**src/rtl/flag_branch_unit.sv**
```systemverilog
// Flag register and branch resolver at the consumer end of the ALU flag interface.
// Optional macro FLAG_BYPASS_EN merges same-cycle ALU flag writes into the branch evaluation, so a flag/branch conflict never stalls.
module flag_branch_unit #(
  parameter int PC_W = 16
) (
  input  logic            clk,
  input  logic            rst_n,
  input  logic            stall,
  input  logic            flush,
  input  logic            alu_valid,
  input  logic [2:0]      alu_flag,
  input  logic [2:0]      alu_flag_write,
  input  logic            br_valid,
  input  logic [2:0]      br_ccc,
  input  logic [PC_W-1:0] br_target,
  input  logic [PC_W-1:0] br_fall,
  output logic [2:0]      flag_q,
  output logic            br_done,
  output logic            br_taken,
  output logic [PC_W-1:0] br_pc,
  output logic            hazard
);

  typedef enum logic [0:0] {IDLE, PEND} state_t;

  state_t            state_reg, state_next;
  logic [2:0]        pend_ccc_reg;
  logic [PC_W-1:0]   pend_target_reg, pend_fall_reg;
  logic              done_next, taken_next, capture;
  logic [PC_W-1:0]   pc_next;
  logic [2:0]        eff_flags;
  logic              conflict_hold;
  logic              flag_we;
  logic              cond_now, cond_pend;

  // flags are [2]=N [1]=Z [0]=V
  function automatic logic cond_met(input logic [2:0] ccc, input logic [2:0] f);
    logic n, z, v;
    n = f[2];
    z = f[1];
    v = f[0];
    case (ccc)
      3'd0:    cond_met = ~z;
      3'd1:    cond_met = z;
      3'd2:    cond_met = ~z & ~n;
      3'd3:    cond_met = n;
      3'd4:    cond_met = z | ~n;
      3'd5:    cond_met = z | n;
      3'd6:    cond_met = v;
      default: cond_met = 1'b1;
    endcase
  endfunction

  assign flag_we = alu_valid & ~stall & ~flush;

  always_comb begin
`ifdef FLAG_BYPASS_EN
    eff_flags     = alu_valid ? ((flag_q & ~alu_flag_write) | (alu_flag & alu_flag_write)) : flag_q;
    conflict_hold = 1'b0;
`else
    eff_flags     = flag_q;
    conflict_hold = (state_reg == IDLE) & br_valid & alu_valid & (|alu_flag_write) & ~stall & ~flush;
`endif
  end

  assign hazard    = conflict_hold;
  assign cond_now  = cond_met(br_ccc, eff_flags);
  assign cond_pend = cond_met(pend_ccc_reg, flag_q);

  // Each flag bit has its own write enable from the ALU mask.
  generate
    for (genvar gi = 0; gi < 3; gi++) begin : g_flag
      always_ff @(posedge clk or negedge rst_n) begin
        if (!rst_n)
          flag_q[gi] <= 1'b0;
        else if (flag_we && alu_flag_write[gi])
          flag_q[gi] <= alu_flag[gi];
      end
    end
  endgenerate

  always_comb begin
    state_next = state_reg;
    done_next  = 1'b0;
    taken_next = br_taken;
    pc_next    = br_pc;
    capture    = 1'b0;
    if (flush) begin
      state_next = IDLE;
    end else if (!stall) begin
      case (state_reg)
        IDLE: begin
          if (br_valid) begin
            if (conflict_hold) begin
              state_next = PEND;
              capture    = 1'b1;
            end else begin
              done_next  = 1'b1;
              taken_next = cond_now;
              pc_next    = cond_now ? br_target : br_fall;
            end
          end
        end
        PEND: begin
          state_next = IDLE;
          done_next  = 1'b1;
          taken_next = cond_pend;
          pc_next    = cond_pend ? pend_target_reg : pend_fall_reg;
        end
        default: state_next = IDLE;
      endcase
    end
  end

  always_ff @(posedge clk or negedge rst_n) begin
    if (!rst_n) begin
      state_reg       <= IDLE;
      pend_ccc_reg    <= '0;
      pend_target_reg <= '0;
      pend_fall_reg   <= '0;
      br_done         <= 1'b0;
      br_taken        <= 1'b0;
      br_pc           <= '0;
    end else begin
      state_reg <= state_next;
      br_done   <= done_next;
      br_taken  <= taken_next;
      br_pc     <= pc_next;
      if (flush) begin
        pend_ccc_reg    <= '0;
        pend_target_reg <= '0;
        pend_fall_reg   <= '0;
      end else if (capture) begin
        pend_ccc_reg    <= br_ccc;
        pend_target_reg <= br_target;
        pend_fall_reg   <= br_fall;
      end
    end
  end

endmodule

```
**config.mk**
```make
export PLATFORM = sky130hd
export DESIGN_NAME = flag_branch_unit
export DESIGN_NICKNAME = d
export VERILOG_FILES = /design/src/rtl/flag_branch_unit.sv
export SDC_FILE = /design/constraint.sdc
export NUM_CORES = 1
export LEC_CHECK = 0
export BUFFER_PORTS_ARGS = -buffer_cell sky130_fd_sc_hd__buf_2
export CAP_MARGIN = 20
export CORE_ASPECT_RATIO = 1.25
export CORE_UTILIZATION = 55
export DETAILED_ROUTE_END_ITERATION = 6
export GPL_ROUTABILITY_DRIVEN = 0
export GPL_TIMING_DRIVEN = 0
export PLACE_DENSITY = 0.81
export SLEW_MARGIN = 5
export SYNTH_ARGS = -nofsm -noshare
export SYNTH_HDL_FRONTEND = slang
export SYNTH_SLANG_ARGS = --single-unit
export TNS_END_PERCENT = 50
```
**constraint.sdc**
```tcl
create_clock -name clk -period 3.5 [get_ports clk]
set_input_delay 0.525 -clock clk [delete_from_list [all_inputs] [get_ports clk]]
set_output_delay 0.525 -clock clk [all_outputs]
set_load 0.005 [all_outputs]
```
Word level (Yosys, flattened, before mapping) --
Cells that the tools add are included.
Word-level totals: bits in registers 57, bits in latches 0, bits in writable memories 0, ROM bits 0, bits of input ports 47, output and inout bits 22, logic and storage cells 77, memories kept 0
Cells by class: $add $sub $neg 0, $mul 0, div/mod/pow operators 0, magnitude comparators 0, equality and inequality tests 15, shifts and indexed selects 0, multiplexer cells 29, bitwise logic cells 15, reduce and logical (&&, ||, !) cells 8
Operator list (number):
- $mux 16 | 8
- $pmux 16 s2 | 1
- $eq 3x3->1 const B | 6
- $pmux 1 s7 | 2
- $mux 1 | 13
- $eq 3x2->1 const B | 4
- $and 1x1->1 | 8
- $eq 3x1->1 const B | 2
- $logic_not 3->1 | 2
- $mux 3 | 2
- $pmux 1 s2 | 3
- $not 1->1 | 5
- $ne 2x2->1 const B | 2
- $reduce_and 4->1 | 1
- $logic_and 1x1->1 | 3
- $reduce_or 3->1 | 1
- $ne 2x1->1 const B | 1
- $or 1x1->1 | 2
- $reduce_bool 2->1 | 1

Longest topological paths before layout --
Gate-level depths: netlist (run 1).
word-level depth 13, gate-level depth with buffers 8, mapped depth without buffers 5

Worst setup path after synthesis (run 1) --
Ideal clock, no wire load.
path type input port to output port, from input port flush, to output port hazard, arrival time 1490 ps, data required time 2975 ps, setup slack 1485 ps, stages 3, path buffers 1, path through or4b_1 -> nor2_2 -> buf_2
Between the ends: cells in the longest elaborated chain, start to end 2
RTL lines:
- start: declaration | RTL line 9 | input logic flush,
- $not 1->1 (no source line)
- $and 1x1->1 | RTL line 62 | conflict_hold = (state_reg == IDLE) & br_valid & alu_valid & (|alu_flag_write) & ~stall & ~flush;
- end: declaration | RTL line 21 | output logic hazard
Every way passes these cells.

Worst setup path in the final report (run 1) --
from register state_reg, to output port hazard
Between the ends: cells in the longest elaborated chain, start to end 6
RTL lines:
- start: declaration | RTL line 26 | state_t state_reg, state_next;
- start signal: assignment | RTL line 125 | state_reg <= state_next;
- $not 1->1
- $and 1x1->1 (5 in series) | RTL line 62
Every way passes these cells.

==> metrics.cfg, run 1 <==
[status]
status=complete, no violations

[power]
leakagePower_nw=1.73
finalPower_mw=1.87
vdd_drop_max_mv=0.300
pwr-share-clk=0.375
power_switching_mw=0.531
pwr_density_cell_nw_per_um2=486
p_comb_frac=0.207
p_int_mw=1.34
sw_frac_of_total=0.283
power_frac_seq=0.418

[routing]
drc=0
ant_nets=0
dr.pass1.iters=5
routed_wirelength_mm=8.82
vias_per_cell=6.07
vias=2968
drtIter0Drc=293
wire_per_inst_um=18.0

[timing]
clock.fmax_mhz=381
finalCritPeriodShare=0.750
finalHoldViolCount=0
setup_tns_ps=0
min_period_ps=2630
max_slew.worst_pin.slew_ps=654
fin_worst_skew_ps=5.75
max-slew-margin-rel=0.564
setup_viol=0
rsz0062_at_grt=no
slew_violations=0

[setup_path]
cp.required_ps=2970
r2r_start=flag_q[1]$_DFFE_PN0P_
start_kind=register
worst_ep_arrival_time_ps=2100
endpoint_kind=primary output
critPathMaxFanout=10
cp-startpoint=state_reg$_DFFE_PN0P_
r2r_end=br_pc[0]$_DFFE_PN0P_
reg2reg_slack_ps=1330
ff2ff_path_depth=6
path_class=reg2out

[synthesis]
ys.flop_type=dfrtp_1
ys_types=41
synth-xor-area-share=0
syn_area_um2=3190
synthesis.instances=340
synth_area_per_cell_um2=9.38
synth_top_family_by_area=compound AO/OA/AOI/OAI gates
async_reset_ff_frac=1.00
synth_compound_gate_area_share=0.217
muxShareOfSynthArea=0.0820
synthTopCellsByArea=dfrtp_1, o21ai_0, nand2b_1
synth_adder_area_share=0
yosysTopAreaCell=dfrtp_1
ys_warn_count=0
synthesis.nets=387
yosysSeqAreaShare=0.447
synth_simple_gate_area_frac=0.217
ys_ff_latch=57
synth_top_cell_area_share=0.447
synth_edf_count=0

[cts]
cts_sinks=57
ctsHoldBuffers=0
cts_setup_buffers=0
cts_tree=yes
clockBufferDepth=2
clk_latency_ps=350
clock-root-buffer=clkbuf_8
cts_buffers=9
cts_resized=0
h-tree-depth=3
clkTransAtPathRegs_ps=70

[final_layout]
areaGrowthSynthToFinish_pct=20.9
final_util=0.699
drive_gt1_frac=0.313
final_common_cell=buf_2
antenna_cells=0
most-common-layout-cells=buf_2, dfrtp_1, nor2_1
nets=467

[floorplan]
core-area_um2=5520
num_rows=30
start_util=0.578
die_height_um=87.1
die_area_um2=6110
io_pins=69
die_x_um=70.1

[grt]
grt_usage=0.316
grt_pass1_vias=3025
grt_antenna_before_repair=0
grt_pass1_wl_mm=14.7
grt_max_degree=32
grt_overflow_total=0

[hold_path]
hold_path.class=in2async

[job]
timing.max_cap.violations=0

[place]
port-buffer-count=68
dp_hpwl_mm=5.92

## layer usage
metal | share of wire | vias up | GRT usage
li1 | - | 1346 | -
met1 | 0.41 | 1450 | 0.385
met2 | 0.50 | 155 | 0.530
met3 | 0.067 | 17 | 0.0891
met4 | 0.016 | 0 | 0.127
met5 | 0 | - | 0
## critical path, stage by stage (launching register included)
cell     delay, ps
dfrtp_1        430
or4b_1         580
nor2_2         300
buf_2          300
buf_2          150
## power by group through the flow
stage	clock network, mW	logic [mW]	registers, mW
6_report	0.703	0.387	0.783
5_1_grt	0.741	0.425	0.790
4_1_cts	0.705	0.389	0.781
3_5_place_dp	0	0.387	0.792
3_3_place_gp	0	0.373	0.789
2_1_floorplan	0	0.211	0.792
## worst max-delay path by stage
stage and end:
2_1_floorplan hazard, 3_3_place_gp hazard, 3_5_place_dp hazard, 4_1_cts hazard, 5_1_grt hazard, 6_report hazard
## kinds of logic after synthesis
family | after synthesis
flops | 57
buf+inv | 25
simple gates | 142
mux | 20
compound gates | 96
## through the flow
| step | instances | setup slack, ps | area (um^2) | hold slack (ps) |
|---|---|---|---|---|
| final | 489 | 874 | 3850 | 209 |
| after global routing | 489 | 751 | 3850 | 247 |
| after CTS | 489 | 869 | 3850 | 220 |
| after detailed placement | 473 | 1050 | 3630 | 531 |
| after global placement | 472 | 1070 | 3610 | 526 |
| after floorplan | 340 | 1490 | 3190 | 229 |
## cell type report
class | instances | area [um^2]
Buffer | 24 | 115
Clock buffer | 15 | 196
Clock inverter | 1 | 30.0
Fill cell | 468 | 1660
Inverter | 1 | 3.75
Multi-Input combinational cell | 258 | 1640
Sequential cell | 57 | 1430
Tap cell | 64 | 80.1
Timing Repair Buffer | 69 | 360
## cells in the mapped netlist (all sizes together) (2+ instances only)
master and count:
a211oi 16, nand2 39, buf 12, o21ai 52, dfrtp 57, and3 3, a41oi 16, a22oi 2
nor2b 3, mux2 19, nor2 53, o31ai 2, clkbuf 12, nand2b 38, a21oi 2
Note: power is estimated with default switching activity, not from simulation.
==> inputs of run 2 (changes only) <==
Settings changed: ABC_AREA set to 1, CORE_UTILIZATION 55 to 49, PLACE_DENSITY 0.81 to 0.76.
Clock period 3.5 ns to 2.3 ns, I/O delays scaled along.
==> run 2 against run 1 <==
Against the previous run:
- die area is 11% higher
- total power up 45%
- flip-flop and latch count is the same
- global-route usage fell by 6.5 points
- first-iteration DRC count fell by 19%
- area after synthesis shrank 0.67%
- non-clock buffer count is 6 lower
- cell area shrank 1.2%
- combinational power is 83% higher
- critical path type unchanged
==> metrics.cfg, run 2 <==
[final_layout]
antenna_cells=0  ; unchanged
nets=527  ; was 467
drive_gt1_frac=0.289  ; was 0.313
final_cells=570  ; was 489
areaGrowthSynthToFinish_pct=20.2  ; was 20.9%
most-common-layout-cells=nand2_1, inv_1, buf_2  ; was buf_2, dfrtp_1, nor2_1
final_common_cell=nand2_1  ; was buf_2
final_util=0.614  ; was 0.699
design_area_um2=3810  ; was 3850 um^2

[cts]
clk_latency_ps=340  ; was 350 ps
h-tree-depth=3  ; unchanged
cts_sinks=57  ; unchanged
clockBufferDepth=2  ; unchanged
ctsHoldBuffers=0  ; unchanged
cts_tree=yes  ; unchanged
cts_buffers=9  ; unchanged
cts_resized=0  ; unchanged
clock-root-buffer=clkbuf_8  ; unchanged
cts_setup_buffers=0  ; unchanged
clkTransAtPathRegs_ps=60  ; was 70 ps

[timing]
max_slew.worst_pin.slew_ps=674  ; was 654 ps
slew_violations=0  ; unchanged
finalHoldViolCount=0  ; unchanged
max-slew-margin-rel=0.551  ; was 0.564
fin_worst_skew_ps=3.65  ; was 5.75 ps
finalCritPeriodShare=0.810
min_period_ps=1860
setup_tns_ps=0  ; unchanged
setup_viol=0  ; unchanged
hold_slack_ps=28.9  ; was 209 ps
worst_slack_ps=438  ; was 874 ps
rsz0062_at_grt=no  ; unchanged
clock.fmax_mhz=537

[hold_path]
hold_path.class=in2async  ; unchanged

[power]
vdd_drop_max_mv=0.360  ; was 0.300 mV
finalPower_mw=2.71  ; was 1.87 mW
pwr_density_cell_nw_per_um2=711  ; was 486 nW/um^2
leakagePower_nw=2.10  ; was 1.73 nW

[job]
timing.max_cap.violations=0  ; unchanged

[grt]
grt_pass1_wl_mm=12.9  ; was 14.7 mm
grt_overflow_total=0  ; unchanged
grt_antenna_before_repair=0  ; unchanged
grt_pass1_vias=2856  ; was 3025
grt_usage=0.251  ; was 0.316
grt_max_degree=31  ; was 32

[routing]
ant_nets=0  ; unchanged
drc=0  ; unchanged
routed_wirelength_mm=7.74  ; was 8.82 mm
vias=2952  ; was 2968
vias_per_cell=5.18  ; was 6.07
drtIter0Drc=237  ; was 293
dr.pass1.iters=5  ; unchanged
wire_per_inst_um=13.6  ; was 18.0 um

[synthesis]
async_reset_ff_frac=1.00  ; unchanged
ys_warn_count=0  ; unchanged
yosysSeqAreaShare=0.450  ; was 0.447
synthesis.instances=400  ; was 340
synth_top_cell_area_share=0.450  ; was 0.447
yosysTopAreaCell=dfrtp_1  ; unchanged
synthTopCellsByArea=dfrtp_1, nand2_1, nand3_1  ; was dfrtp_1, o21ai_0, nand2b_1
ys.flop_type=dfrtp_1  ; unchanged
synth_edf_count=0  ; unchanged
yosysMostFrequentCell=nand2_1  ; was dfrtp_1
synth_area_per_cell_um2=7.92  ; was 9.38 um^2
synthesis.nets=447  ; was 387
ys_types=20  ; was 41
syn_area_um2=3170  ; was 3190 um^2
synth_common_cells=nand2_1, inv_1, nand3_1  ; was dfrtp_1, nor2_1, o21ai_0
ys_ff_latch=57  ; unchanged

[setup_path]
max_stage_delay_ps=380  ; was 580 ps
path_class=reg2out  ; unchanged
cp.required_ps=1960  ; was 2970 ps
start_kind=register  ; unchanged
cpMostUsedCell=buf_2  ; unchanged
reg2reg_slack_ps=640  ; was 1330 ps
path_delay_family=buffers and inverters  ; was simple AND/OR/NAND/NOR gates
critPathBufInv=4  ; was 2
r2r_start=flag_q[2]$_DFFE_PN0P_  ; was flag_q[1]$_DFFE_PN0P_
endpoint_kind=primary output  ; unchanged
r2r_end=br_pc[12]$_DFFE_PN0P_  ; was br_pc[0]$_DFFE_PN0P_
ff2ff_path_depth=9  ; was 6
cp_cell_sequence=buf_2 > nor2_1 > nand3_2 > buf_6 > inv_1 > buf_2  ; was or4b_1 > nor2_2 > buf_2 > buf_2
critPathMaxFanout=10  ; unchanged
worst_ep_arrival_time_ps=1520  ; was 2100 ps
critical-path-slowest-cell=dfrtp_1  ; was or4b_1

[floorplan]
die_area_um2=6790  ; was 6110 um^2
core-area_um2=6210  ; was 5520 um^2
start_util=0.510  ; was 0.578
die_height_um=91.9  ; was 87.1 um
die_x_um=73.9  ; was 70.1 um
io_pins=69  ; unchanged
num_rows=32  ; was 30

[place]
pre_cts_slack_ps=629  ; was 1050 ps
placed_area_um2=3630  ; about the same
port-buffer-count=68  ; unchanged
dp.cells=554  ; was 473
dp_hpwl_mm=5.47  ; was 5.92 mm

[status]
status=complete, no violations  ; unchanged

## run 2: cell types whose count changed after synthesis, moves of 15 or more
| cell | previous run | this run |
|---|---|---|
| inv_1 | 1 | 74 |
| nand3_2 | 0 | 15 |
| nand3_1 | 0 | 61 |
| nand2b_1 | 37 | 0 |
| o22ai_1 | 0 | 34 |
| nand2_1 | 38 | 100 |
| nor2_1 | 52 | 8 |
| o21ai_0 | 51 | 1 |
| a41oi_1 | 16 | 0 |
## run 2: layout make-up
cell class / instances / area [um^2]
Clock buffer: 13 / 159
Inverter: 80 / 300
Timing Repair Buffer: 69 / 360
Multi-Input combinational cell: 245 / 1290
Clock inverter: 3 / 15.0
Tap cell: 85 / 106
Sequential cell: 57 / 1430
Fill cell: 576 / 2400
Buffer: 18 / 148
## run 2: worst max path at each step
stage          cells past startpoint  slack (ps)             startpoint                    end
2_1_floorplan                     11         910  flag_q[2]$_DFFE_PN0P_   br_pc[0]$_DFFE_PN0P_
3_3_place_gp                       9         660                  flush  br_pc[10]$_DFFE_PN0P_
3_5_place_dp                       9         630                  flush  br_pc[12]$_DFFE_PN0P_
4_1_cts                            6         420  state_reg$_DFFE_PN0P_                 hazard
5_1_grt                            6         350  state_reg$_DFFE_PN0P_                 hazard
6_report                           6         440  state_reg$_DFFE_PN0P_                 hazard
## run 2: logic make-up after synthesis
group	after synthesis	synth area share
DFF	57	0.450
and+or+nand+nor	204	0.330
AOI/OAI and AO/OA	41	0.0782
buffers and inverters	98	0.141
## run 2: power by group
group	internal [mW]	switching, mW	total, mW
sequential	1.10	0.0498	1.15
clock	0.445	0.402	0.846
combinational	0.278	0.432	0.709
## run 2: worst reg2reg max path, stage by stage, from the launching register on
cell     delay (ps)
dfrtp_1         420
inv_2           140
nand3_1         110
nand3_2         210
buf_2           290
nand3_1         110
nand3_1          90
nand2_1          70
nand2_1          60
nand2_1          50
## run 2: metal layers
metal,vias to the layer above,part of all wire,track usage
met5,-,0,0
met4,0,0.021,0.106
met3,18,0.069,0.0659
met2,134,0.49,0.401
met1,1367,0.42,0.314
li1,1433,-,-
